[src/rtl/scan_mux_pkg.sv]
// scan_mux_pkg: FSM state and mode encodings shared by scan_mux.
package scan_mux_pkg;
    typedef enum logic [1:0] {IDLE, LOAD, HOLD} state_t;
    typedef enum logic {MODE_MANUAL, MODE_SCAN} mode_t;
endpackage

[src/rtl/scan_next_ch.sv]
// scan_next_ch: circular search for the lowest enabled channel at or above cur (SCAN_MASK_EN only).
`ifdef SCAN_MASK_EN
module scan_next_ch #(
    parameter int N_CH = 64,
    localparam int SEL_W = $clog2(N_CH)
) (
    input  logic [SEL_W-1:0] cur,
    input  logic [N_CH-1:0]  mask,
    output logic [SEL_W-1:0] next,
    output logic             last,
    output logic             none
);
    logic [SEL_W-1:0] up, lo, hi;
    logic up_hit, hi_hit;
    always_comb begin
        up = '0;
        lo = '0;
        hi = '0;
        up_hit = 1'b0;
        hi_hit = 1'b0;
        for (int i = N_CH - 1; i >= 0; i--) begin
            if (mask[i]) begin
                lo = SEL_W'(i);
                if (SEL_W'(i) >= cur) begin
                    up = SEL_W'(i);
                    up_hit = 1'b1;
                end
                if (!hi_hit) begin
                    hi = SEL_W'(i);
                    hi_hit = 1'b1;
                end
            end
        end
        next = up_hit ? up : lo;
        last = next == hi;
        none = ~|mask;
    end
endmodule
`endif

[src/rtl/scan_mux.sv]
// scan_mux: registered N_CH:1 mux with valid/ready output and a MANUAL/SCAN channel sequencer.
// Optional feature SCAN_MASK_EN adds ch_mask so SCAN skips disabled channels.
module scan_mux
    import scan_mux_pkg::*;
#(
    parameter int WIDTH = 1,
    parameter int N_CH  = 64,
    localparam int SEL_W = $clog2(N_CH)
) (
    input  logic                  clk,
    input  logic                  rst_n,
    input  logic [N_CH*WIDTH-1:0] in,
    input  logic                  en,
    input  logic                  mode,
    input  logic [SEL_W-1:0]      sel_in,
`ifdef SCAN_MASK_EN
    input  logic [N_CH-1:0]       ch_mask,
`endif
    output logic [WIDTH-1:0]      out_data,
    output logic [SEL_W-1:0]      out_ch,
    output logic                  out_valid,
    input  logic                  out_ready,
    output logic                  out_last,
    output logic                  sel_err
);
    state_t state, state_nx;
    logic [SEL_W-1:0] cnt, scan_ch, cap_ch;
    logic scan_last, scan_none, scan, man_err, hs, take;
`ifdef SCAN_MASK_EN
    scan_next_ch #(.N_CH(N_CH)) u_next (
        .cur (cnt),
        .mask(ch_mask),
        .next(scan_ch),
        .last(scan_last),
        .none(scan_none)
    );
`else
    assign scan_ch = cnt;
    assign scan_last = cnt == SEL_W'(N_CH - 1);
    assign scan_none = 1'b0;
`endif
    // cnt points at the channel the next SCAN capture will take
    always_comb begin
        scan = mode_t'(mode) == MODE_SCAN;
        man_err = {1'b0, sel_in} >= (SEL_W + 1)'(N_CH);
        cap_ch = scan ? scan_ch : sel_in;
        hs = out_valid & out_ready;
        take = en & ((state == LOAD) | ((state == HOLD) & hs)) & !(scan & scan_none);
        state_nx = state == IDLE ? (en ? LOAD : IDLE)
                 : state == LOAD ? (take ? HOLD : en ? LOAD : IDLE)
                 : (!hs || take) ? HOLD : en ? LOAD : IDLE;
    end
    always_ff @(posedge clk or negedge rst_n) begin
        if (!rst_n) begin
            state <= IDLE;
            cnt <= '0;
            out_data <= '0;
            out_ch <= '0;
            out_valid <= 1'b0;
            out_last <= 1'b0;
            sel_err <= 1'b0;
        end else begin
            state <= state_nx;
            out_valid <= take | (out_valid & !hs);
            if (take) begin
                out_data <= (scan | !man_err) ? in[cap_ch*WIDTH +: WIDTH] : '0;
                out_ch <= cap_ch;
                out_last <= scan & scan_last;
                sel_err <= !scan & man_err;
            end
            if (take & scan)
                cnt <= scan_ch == SEL_W'(N_CH - 1) ? '0 : scan_ch + 1'b1;
        end
    end
endmodule

[config.mk]
export PLATFORM = sky130hd
export DESIGN_NAME = scan_mux
export DESIGN_NICKNAME = d
export VERILOG_FILES = /design/src/rtl/scan_mux_pkg.sv /design/src/rtl/scan_next_ch.sv /design/src/rtl/scan_mux.sv
export SDC_FILE = /design/constraint.sdc
export NUM_CORES = 1
export LEC_CHECK = 0
export ABC_AREA = 1
export CORE_MARGIN = 10
export CORE_UTILIZATION = 41
export CTS_CLUSTER_DIAMETER = 200
export DETAILED_ROUTE_END_ITERATION = 10
export HOLD_SLACK_MARGIN = 0.1
export PLACE_DENSITY = 0.89
export SYNTH_ARGS = -nofsm -noshare
export SYNTH_HDL_FRONTEND = slang
export SYNTH_SLANG_ARGS = --single-unit
export TNS_END_PERCENT = 20
[constraint.sdc]
create_clock -name clk -period 1.6 [get_ports clk]
set_input_delay 0.24 -clock clk [delete_from_list [all_inputs] [get_ports clk]]
set_output_delay 0.24 -clock clk [all_outputs]
set_load 0.02 [all_outputs]
Word-level counts from Yosys, hierarchy flattened
Cells that the tools add are included.
W data, S select, Z words.
{"block": "word_totals", "regBits": 17, "inputBits": 75, "output_inout_bits": 10}
{"block": "classes", "n_addsub": 1, "eq_ne": 3, "shift": 1, "n_mux": 7, "n_bitwise": 8, "n_reduce_logical": 3}
{"op": "$shiftx A64 B7 Y1", "n": 1}
{"op": "$mux W6", "n": 2}
{"op": "$mux W2", "n": 4}
{"op": "$add A6 B1 Y6 const B", "n": 1}
{"op": "$and A1 B1 Y1", "n": 6}
{"op": "$eq A6 B6 Y1 const B", "n": 1}
{"op": "$eq A2 B1 Y1 const B", "n": 1}
{"op": "$eq A2 B2 Y1 const B", "n": 1}
{"op": "$logic_not A2 Y1", "n": 1}
{"op": "$or A1 B1 Y1", "n": 2}
{"op": "$logic_not A1 Y1", "n": 1}
{"op": "$logic_or A1 B1 Y1", "n": 1}
{"op": "$mux W1", "n": 1}

Depth between registers and ports, before layout
Gate-level depths: netlist of the first run.
{"block": "depth", "depth_word": 8, "mapped_depth": 14, "mapped_depth_nobuf": 13}

Worst setup path before layout of the first run
No wires, ideal clock.
{"block": "synth_timing", "path_kind": "flip-flop to flip-flop", "start": "register out_valid", "end": "register out_valid", "setup_ns": 0.139, "arrival_ns": 1.381, "t_required_ns": 1.461, "setup_slack_ns": 0.080, "stages_incl_launch_ff": 8, "n_path_buf": 1, "synth_period_minus_slack_ns": 1.520, "path_cell_list": "dfrtp_1 -> nand2_1 -> inv_1 -> o21ai_0 -> nor2_1 -> inv_1 -> clkbuf_1 -> o21ai_0"}
{"block": "synth_between", "elab_chain_cells": 5, "elab_cells_between_ends": 7}
{"item": "start, declared", "line_no": "scan_mux.sv:21", "source": "output logic out_valid,"}
{"item": "start signal, assigned", "line_no": "scan_mux.sv:64", "source": "out_valid <= take | (out_valid & !hs);"}
{"item": "$and A1 B1 Y1", "line_no": "scan_mux.sv:47", "source": "hs = out_valid & out_ready;"}
{"item": "$and A1 B1 Y1", "line_no": "scan_mux.sv:48", "source": "take = en & ((state == LOAD) | ((state == HOLD) & hs)) & !(scan & scan_none);"}
{"item": "$or A1 B1 Y1", "line_no": "scan_mux.sv:48"}
{"item": "$and A1 B1 Y1", "line_no": "scan_mux.sv:48"}
{"item": "$or A1 B1 Y1 (*)", "line_no": "scan_mux.sv:64"}
Every way passes the cells marked *; elsewhere a longest branch is shown, timed or not.
A chain may end at the register's enable or synchronous reset.

Worst setup path in the final report of the first run
{"block": "layout_timing", "start": "register cnt[0]", "end": "register out_data"}
{"block": "layout_between", "elab_chain_cells": 2}
{"item": "start, declared", "line_no": "scan_mux.sv:27", "source": "logic [SEL_W-1:0] cnt, scan_ch, cap_ch;"}
{"item": "start signal, assigned", "line_no": "scan_mux.sv:72", "source": "cnt <= scan_ch == SEL_W'(N_CH - 1) ? '0 : scan_ch + 1'b1;"}
{"item": "$mux W6", "line_no": "scan_mux.sv:46", "source": "cap_ch = scan ? scan_ch : sel_in;"}
{"item": "$shiftx A64 B7 Y1", "line_no": "scan_mux.sv:66", "source": "out_data <= (scan | !man_err) ? in[cap_ch*WIDTH +: WIDTH] : '0;"}
{"item": "end signal, assigned", "line_no": "scan_mux.sv:66"}
{"item": "end, declared", "line_no": "scan_mux.sv:19", "source": "output logic [WIDTH-1:0] out_data,"}
No other way between the ends.

==> results.cfg, run 1 <==
[run_status]
run_status = completed

[sta]
rsz0062_at_grt = yes
finalSetupViolCount = 0
min_period_ns = 1.551
finClkSkew_ns = 0.005837
finalSetupTns_ns = 0
period_share = 0.9694
report.final.hold_viol_count = 0
max_freq_ghz = 0.6447
maxSlewViolCount = 0

[run]
drv_cap = 0

[global_route]
grt_pass1_vias = 2086
grt_max_degree = 32
grt_pass1_wl_mm = 9.225
grt_usage = 0.1484
grt-ovfl-total = 0
antenna_found_initial = 0

[routing]
wire_per_inst_um = 14.33
via_per_inst = 4.998
initialDrtViolationCount = 200
wirelength_mm = 6.551
drc_errors = 0
first_pass_iters = 5
vias = 2284
route.antenna.remaining_nets = 0

[layout]
fin_nets = 484
seq_area_um2 = 425.4
layout-drive-gt1-share = 0.1278
n_antenna_cell = 0
area_growth_syn_to_layout_pct = 67.89
nFillCells = 311
final_area_um2 = 2924
multi_input_area_um2 = 998.5

[worst_setup_path]
cp.arrival_ns = 1.70
cp.required_ns = 1.75
worst-setup-path-type = flip-flop to flip-flop
critPathCaptureType = flip-flop
start_kind = flip-flop
cp_max_fo = 7
reg2reg_depth = 12

[yosys]
synthFlopType = dfrtp_1
syn_avg_cell_area_um2 = 5.748
syn_nets = 379
yosysSeqAreaShare = 0.2443
synth_top_area_share = 0.2443
synth-edff-count = 0
yosys-top-cells-area = dfrtp_1, nand3_1, nand2_1, inv_1, o21ai_0
yosys_warnings = 0
syn_area_um2 = 1742
netlist_instances = 303
synth-seq-cells = 17
synthArstFlopShare = 1.000
synth_top_area_cell = dfrtp_1
ys_types = 28

[clocking]
cts.sinks = 17
tritoncts = done
cts_htree_levels = 1
clock-root-buffer = clkbuf_8
insertion_delay_ns = 0.26
clockBufferDepth = 2
clkTransAtPathRegs_ns = 0.07
cts_made_buffers = 3

[floorplanning]
std_cell_rows = 23
io_pins = 85
die_y_um = 85.18
dieArea_um2 = 7255
coreArea_um2 = 4058
initial_core_util = 0.4292
dieWidth_um = 85.18

[pwr]
irDropWorstVdd_uv = 649.1
p_per_area_nw_per_um2 = 973.1
leakagePower_nw = 1.555
p_total_mw = 2.846

[placed_design]
place_area_um2 = 2740
dpl.hpwl_mm = 4.804
io_buffers = 83
gp_congestion = 0.8800

[hold_path]
hold_class = input pin to async pin
## per-stage QoR
step / setup slack (ns) / util / hold slack (ns) / instances
after detailed placement: -0.4338 / 0.6753 / 0.4767 / 446
after global placement: -0.3856 / 0.6753 / 0.4703 / 446
after floorplan: 0.07998 / - / -0.05559 / 303
after global routing: -0.06764 / 0.7206 / 0.3218 / 457
final: 0.04890 / 0.7206 / 0.3009 / 457
after CTS: 0.03141 / 0.6864 / 0.3028 / 450
## area by class of cell
cell class | instances | area share
Timing Repair Buffer | 110 | 0.3744
Multi-Input combinational cell | 197 | 0.3415
Sequential cell | 17 | 0.1455
Inverter | 79 | 0.1014
Tap cell | 50 | 0.02139
Clock buffer | 3 | 0.01412
Clock inverter | 1 | 0.001712
## cell usage after synthesis (all sizes together), types with 2 or more instances
cell type / number
clkbuf: 2
nand2: 87
nand3: 68
o21ai: 16
xor2: 2
nor2: 9
inv: 79
nor3: 2
nand3b: 4
buf: 10
a21oi: 2
dfrtp: 17
## where the power goes
group | switching, mW | total (mW) | internal, mW
clock | 0.146 | 0.319 | 0.173
sequential | 0.115 | 0.695 | 0.580
combinational | 0.962 | 1.83 | 0.870
## flip-flops by register name (all words and copies together), names as in the netlist
register	cells
out_ch	6
cnt	6
out_data	1
state	2
out_last	1
out_valid	1
## critical path, stage by stage (launching register included)
cell and delay, ns:
dfrtp_1 0.42, nand2_2 0.10, nand2_4 0.14, buf_6 0.15, nand2_1 0.06, nand3_1 0.09, nand3_1 0.09, nand3_1 0.09
nand3_1 0.07, nand3_1 0.08, nand2_1 0.06, nand2_1 0.05, nand2_1 0.04
## placed cells by master (no fill, tap or decap), types with 2 or more instances in the layout
cell	n
inv_1	74
buf_12	2
nand2_2	2
nor2_4	3
nand3_1	68
nand3b_1	4
dfrtp_1	17
o21ai_0	13
buf_4	22
inv_2	5
nand2_1	81
o21ai_2	2
a21oi_1	2
nor2_1	5
clkbuf_8	3
nand2_4	4
clkbuf_16	2
xor2_1	2
clkdlybuf4s50_1	81
## kinds of logic after synthesis
kind of cell / Yosys count / share of synthesized area
buf+inv: 91 / 0.2191
other cells: 1 / 0.002153
simple gates: 171 / 0.4526
compound gates: 19 / 0.05963
xor+xnor: 3 / 0.01509
flops: 17 / 0.2443
fa+ha+maj: 1 / 0.007183
## repair_timing
item / CTS / global route
hold buffers: 0 / 0
setup endpoints to repair: 1 / 4
pin swaps: 0 / 6
buffers inserted: 0 / 2
resized for setup: 1 / 16
gates cloned: 0 / 5
## per-layer routing
metal / global-route usage / part of all wire
met1: 0.1684 / 0.39
met2: 0.2698 / 0.50
met3: 0.04015 / 0.087
met4: 0.02844 / 0.020
met5: 0 / 0
## worst paths after layout
kind | start | slack, ns | endpoint
worst max-delay path | cnt[0] | 0.05 | out_data
worst min-delay path | rst_n | 0.30 | out_ch[3]
worst max register to register | cnt[0] | 0.05 | out_data
worst min register to register | cnt[4] | 0.49 | cnt[4]
max in group asynchronous | rst_n | 1.11 | cnt[0]
min in group clk | cnt[4] | 0.49 | cnt[4]
No activity file was read; power rests on OpenSTA's default activity.
==> inputs of run 2 (changes only) <==
--- a/config.mk
+++ b/config.mk
@@ -7,11 +7,11 @@
 export LEC_CHECK = 0
 export ABC_AREA = 1
 export CORE_MARGIN = 10
-export CORE_UTILIZATION = 41
+export CORE_UTILIZATION = 40
 export CTS_CLUSTER_DIAMETER = 200
 export DETAILED_ROUTE_END_ITERATION = 10
 export HOLD_SLACK_MARGIN = 0.1
-export PLACE_DENSITY = 0.89
+export PLACE_DENSITY = 0.87
 export SYNTH_ARGS = -nofsm -noshare
 export SYNTH_HDL_FRONTEND = slang
 export SYNTH_SLANG_ARGS = --single-unit
==> constraint.sdc (replaced) <==
create_clock -name clk -period 1.5 [get_ports clk]
set_input_delay 0.225 -clock clk [delete_from_list [all_inputs] [get_ports clk]]
set_output_delay 0.225 -clock clk [all_outputs]
set_load 0.02 [all_outputs]
==> run 2 against run 1 <==
  * Largest cell class unchanged
  * The flow now finishes with violations (setup timing)
  * Core utilization rose by 2.9 points
  * Die area rose by 1.9%
  * Highest routed layer unchanged
  * Clock skew fell by 0.0031 ns
  * Combinational power rose by 22%
  * Setup slack got worse by 0.14 ns
  * Worst hold slack got worse by 0.0091 ns
==> results.cfg, run 2 (synthesis gave the netlist of run 1 again) <==
[run_status]
run_status = finished, violations left
failed_checks = setup timing

[worst_setup_path]
cp_slowest_cell = dfrtp_1
worst_path_largest_cell_delay_ns = 0.41
reg2reg_to = out_data
reg2reg_slack_ns = -0.09
worst-setup-path-type = flip-flop to flip-flop
cp.required_ns = 1.69
cp_max_fo = 8
reg2reg_from = cnt[0]
reg2reg_depth = 13
crit_chain = nand2_2 -> nand2_4 -> buf_12 -> buf_12 -> nand2_2 -> nand3_2 -> nand3_2 -> nand3_1 -> nand3_1 -> nand3_1 -> nand2_1 -> nand2_1 -> nand2_1
cp.arrival_ns = 1.79
critPathCaptureType = flip-flop
start_kind = flip-flop

[sta]
max_freq_ghz = 0.6271
layout_setup_ws_ns = -0.09454
finalSetupViolCount = 3
report.final.hold_viol_count = 0
finClkSkew_ns = 0.002783
rsz0062_at_grt = yes
maxSlewViolCount = 0
min_period_ns = 1.595
period_share = 1.063

[clocking]
tritoncts = done
clock-root-buffer = clkbuf_8
clockBufferDepth = 2
cts.sinks = 17
cts_htree_levels = 1
insertion_delay_ns = 0.25
cts_made_buffers = 3
ctsHoldBuffers = 0
clkTransAtPathRegs_ns = 0.07

[layout]
fin_nets = 494
top_regs = cnt: 6 flops, out_ch: 6 flops, state: 2 flops
n_antenna_cell = 0
layout-drive-gt1-share = 0.1918
final_area_um2 = 3085
area_growth_syn_to_layout_pct = 77.16
final_common_cell = clkdlybuf4s50_1
mostFrequentLayoutCells = clkdlybuf4s50_1, nand2_1, inv_1

[routing]
first_pass_iters = 4
route.antenna.remaining_nets = 0
wirelength_mm = 7.101
via_per_inst = 5.002
initialDrtViolationCount = 224
vias = 2336
wire_per_inst_um = 15.21
drc_errors = 0

[global_route]
grt_pass1_wl_mm = 11.17
grt_pass1_vias = 2379
grt_max_degree = 18
antenna_found_initial = 0
grt_usage = 0.1790
grt-ovfl-total = 0

[pwr]
irDropWorstVdd_uv = 647.0
p_per_area_nw_per_um2 = 1070
leakagePower_nw = 1.651

[placed_design]
place_area_um2 = 2763
dp_slack_ns = -0.5412
dpl.hpwl_mm = 4.850
io_buffers = 83
gp_congestion = 0.8233

[run]
drv_cap = 0

[floorplanning]
die_y_um = 85.99
io_pins = 85
dieWidth_um = 85.99
initial_core_util = 0.4232
coreArea_um2 = 4115
std_cell_rows = 23
dieArea_um2 = 7393

[hold_path]
hold_class = input pin to async pin
-- run 2: cell types whose count changed in the layout (fill, tap and decap cells not counted), moves of 3 or more --
cell,previous run,this run
buf_12,2,5
nand2_1,81,77
buf_4,22,31
nand2_2,2,7
nand3_1,68,59
o21ai_0,13,10
nand3_2,0,9
clkdlybuf4s50_1,81,78
-- run 2: worst max-delay path: cells and delay by family, from the launching register on --
kind	cells	cell delay, ns
DFF	1	0.41
and+or+nand+nor	11	0.88
buffers and inverters	2	0.26
-- run 2: layout make-up --
type                            instances  area, µm²
Fill cell                             307       1030
Clock inverter                          1      5.005
Sequential cell                        17      425.4
Multi-Input combinational cell        196       1064
Inverter                               79      296.5
Tap cell                               50      62.56
Clock buffer                            3      41.29
Timing Repair Buffer                  121       1191
-- run 2: how the worst max path moves through the flow --
stage	to	startpoint	cells after the start
finish	out_data	cnt[0]	13
global route	out_data	sel_in[1]	13
CTS	out_data	cnt[0]	14
detailed placement	out_data	mode	13
global placement	out_data	mode	10
floorplan	cnt[4]	out_valid	9
-- run 2: through the flow --
step | setup TNS, ns | util | hold slack, ns | instances | total power, mW
2_1_floorplan | -0.01046 | - | -0.07059 | 303 | 1.743
3_3_place_gp | -3.022 | 0.6713 | 0.4681 | 449 | 2.477
3_5_place_dp | -3.764 | 0.6713 | 0.4768 | 449 | 2.533
4_1_cts | -0.06865 | 0.7236 | 0.2957 | 461 | 3.133
5_1_grt | -0.6791 | 0.7498 | 0.3400 | 467 | 3.558
6_report | -0.1733 | 0.7498 | 0.2918 | 467 | 3.300
-- run 2: metal layers --
layer | global-route usage | wire length, µm | part of all wire | up-vias
met1 | 0.2035 | 2626 | 0.37 | 1049
met5 | 0 | 0 | 0 | -
met3 | 0.05487 | 733 | 0.10 | 12
met2 | 0.3178 | 3630 | 0.51 | 126
li1 | - | - | - | 1149
met4 | 0.03892 | 110 | 0.015 | 0
-- run 2: where the power goes --
| part | total, mW | switching [mW] | internal, mW |
|---|---|---|---|
| Sequential | 0.728 | 0.109 | 0.619 |
| Clock | 0.335 | 0.151 | 0.184 |
| Combinational | 2.24 | 1.17 | 1.07 |
| Total | 3.30 | 1.43 | 1.87 |
-- run 2: timing repair --
| item | CTS | global route |
|---|---|---|
| gates cloned | 3 | 0 |
| setup buffers | 6 | 8 |
| resized for setup | 17 | 31 |
| endpoints found under the setup margin | 6 | 18 |
| pin swaps | 11 | 20 |
==> inputs of run 3 (changes only) <==
--- a/config.mk
+++ b/config.mk
@@ -10,6 +10,7 @@
 export CORE_UTILIZATION = 40
 export CTS_CLUSTER_DIAMETER = 200
 export DETAILED_ROUTE_END_ITERATION = 10
+export GPL_TIMING_DRIVEN = 0
 export HOLD_SLACK_MARGIN = 0.1
 export PLACE_DENSITY = 0.87
 export SYNTH_ARGS = -nofsm -noshare
==> run 3 against run 2 <==
  * The flow still finishes with violations (setup timing)
  * Sequential power up 3%
  * First-iteration DRC count up 18%
  * Die area unchanged
  * Critical endpoint unchanged
  * Highest routed layer unchanged
==> results.cfg, run 3 (synthesis gave the netlist of run 1 again) <==
[run_status]
run_status = finished, violations left
failed_checks = setup timing

[run]
drv_cap = 0

[pwr]
leakagePower_nw = 1.720
p_total_mw = 3.702
irDropWorstVdd_uv = 614.2
p_per_area_nw_per_um2 = 1128

[sta]
layout_setup_ws_ns = -0.1393
rsz0062_at_grt = yes
report.final.hold_viol_count = 0
finClkSkew_ns = 0.01112
whs_ns = 0.4179
period_share = 1.093
timing.slew.headroom = 0.4710
maxSlewViolCount = 0
min_period_ns = 1.639
finalSetupViolCount = 6
max_freq_ghz = 0.6100
tightest_slew_ns = 0.7910

[worst_setup_path]
crit_buf_inv = 2
cp.arrival_ns = 1.80
crit_family = simple AND/OR/NAND/NOR gates
crit_chain = inv_2 -> nand2_2 -> nand2_4 -> buf_6 -> nand2_1 -> nand3_2 -> nand3_2 -> nand3_2 -> nand3_2 -> nand3_2 -> nand2_1 -> nand2_1 -> nand2_1
start_kind = flip-flop
cp_common_cell = nand3_2
cp.required_ns = 1.66
cp_slowest_cell = dfrtp_1
worst_path_largest_cell_delay_ns = 0.41
critPathCaptureType = flip-flop
worst-setup-path-type = flip-flop to flip-flop
cp_max_fo = 7

[layout]
layout-drive-gt1-share = 0.2628
utilization = 0.7975
top_regs = cnt: 6 flops, out_ch: 6 flops, state: 2 flops
area_growth_syn_to_layout_pct = 88.43
mostFrequentLayoutCells = nand2_1, clkdlybuf4s50_1, inv_1
n_antenna_cell = 0
fin_nets = 488

[routing]
first_pass_iters = 7
drc_errors = 0
initialDrtViolationCount = 265
wirelength_mm = 8.530
via_per_inst = 5.551
vias = 2559
route.antenna.remaining_nets = 0
wire_per_inst_um = 18.50

[placed_design]
io_buffers = 83
gp_congestion = 0.8346
dpl.hpwl_mm = 4.666
dp_slack_ns = -0.7050

[global_route]
grt-ovfl-total = 0
grt_max_degree = 18
antenna_found_initial = 0
grt_pass1_wl_mm = 11.21
grt_pass1_vias = 2374
grt_usage = 0.1813

[floorplanning]
std_cell_rows = 23
coreArea_um2 = 4115
dieWidth_um = 85.99
io_pins = 85
dieArea_um2 = 7393
die_y_um = 85.99
initial_core_util = 0.4232

[clocking]
clock-root-buffer = clkbuf_8
clkTransAtPathRegs_ns = 0.08
insertion_delay_ns = 0.26
cts_made_buffers = 3
cts_htree_levels = 1
ctsHoldBuffers = 0
cts.sinks = 17
clockBufferDepth = 2
tritoncts = done

[hold_path]
hold_class = input pin to async pin
[run 3: cell count changes in the layout (fill, tap and decap cells not counted), sizes merged]
cell | before | now
clkdlybuf4s50 | 78 | 77
dlygate4sd2 | 1 | 2
nand2 | 88 | 87
clkdlybuf4s15 | 0 | 1
clkbuf | 4 | 7
buf | 38 | 29
[run 3: repair_timing]
item | in CTS | in global routing
pin swaps | 34 | 27
setup buffers | 13 | 2
resized for setup | 57 | 54
cloned | 5 | 1
endpoints found under the setup margin | 16 | 13
[run 3: per-layer routing]
layer / global-route usage / share of wire / up-vias
li1: - / - / 1144
met1: 0.1981 / 0.35 / 1149
met2: 0.3313 / 0.49 / 217
met3: 0.04257 / 0.10 / 49
met4: 0.06138 / 0.056 / 0
met5: 0 / 0 / -
[run 3: final cells by class]
cell class                      count  area, µm²
Fill cell                         256      833.3
Clock buffer                        3      41.29
Inverter                           79      304.0
Sequential cell                    17      425.4
Clock inverter                      1      5.005
Timing Repair Buffer              104       1080
Tap cell                           50      62.56
Buffer                             12      125.1
Multi-Input combinational cell    195       1239
[run 3: final timing paths]
| kind | start | to | slack, ns | cells past startpoint |
|---|---|---|---|---|
| setup / recovery | cnt[0] | out_data | -0.14 | 13 |
| hold reg to reg | cnt[4] | cnt[4] | 0.50 | 1 |
| max in group asynchronous | rst_n | cnt[1] | 0.58 | 1 |
| min in group clk | cnt[4] | cnt[4] | 0.50 | 1 |
| setup reg to reg | cnt[0] | out_data | -0.14 | 13 |
| hold / removal | rst_n | out_ch[0] | 0.42 | 1 |
[run 3: worst register-to-register path, stage by stage, from the launching register on]
cell and delay (ns):
dfrtp_1 0.41, inv_2 0.07, nand2_2 0.06, nand2_4 0.16, buf_6 0.15, nand2_1 0.07, nand3_2 0.08, nand3_2 0.09
nand3_2 0.09, nand3_2 0.10, nand3_2 0.09, nand2_1 0.06, nand2_1 0.06, nand2_1 0.05
[run 3: report_power, final]
part / leakage [nW] / internal, mW / total, mW / switching (mW)
Clock: 0.0255 / 0.185 / 0.364 / 0.179
Combinational: 1.48 / 1.18 / 2.59 / 1.41
Sequential: 0.214 / 0.619 / 0.747 / 0.128
Total: 1.72 / 1.98 / 3.70 / 1.72
[run 3: stage by stage]
step	cells	area [µm²]	TNS, ns
3_5_place_dp	436	2636	-6.180
2_1_floorplan	303	1743	-0.01046
6_report	461	3282	-0.4674
4_1_cts	458	3019	-0.007216
5_1_grt	461	3282	-1.619
3_3_place_gp	436	2636	-5.542
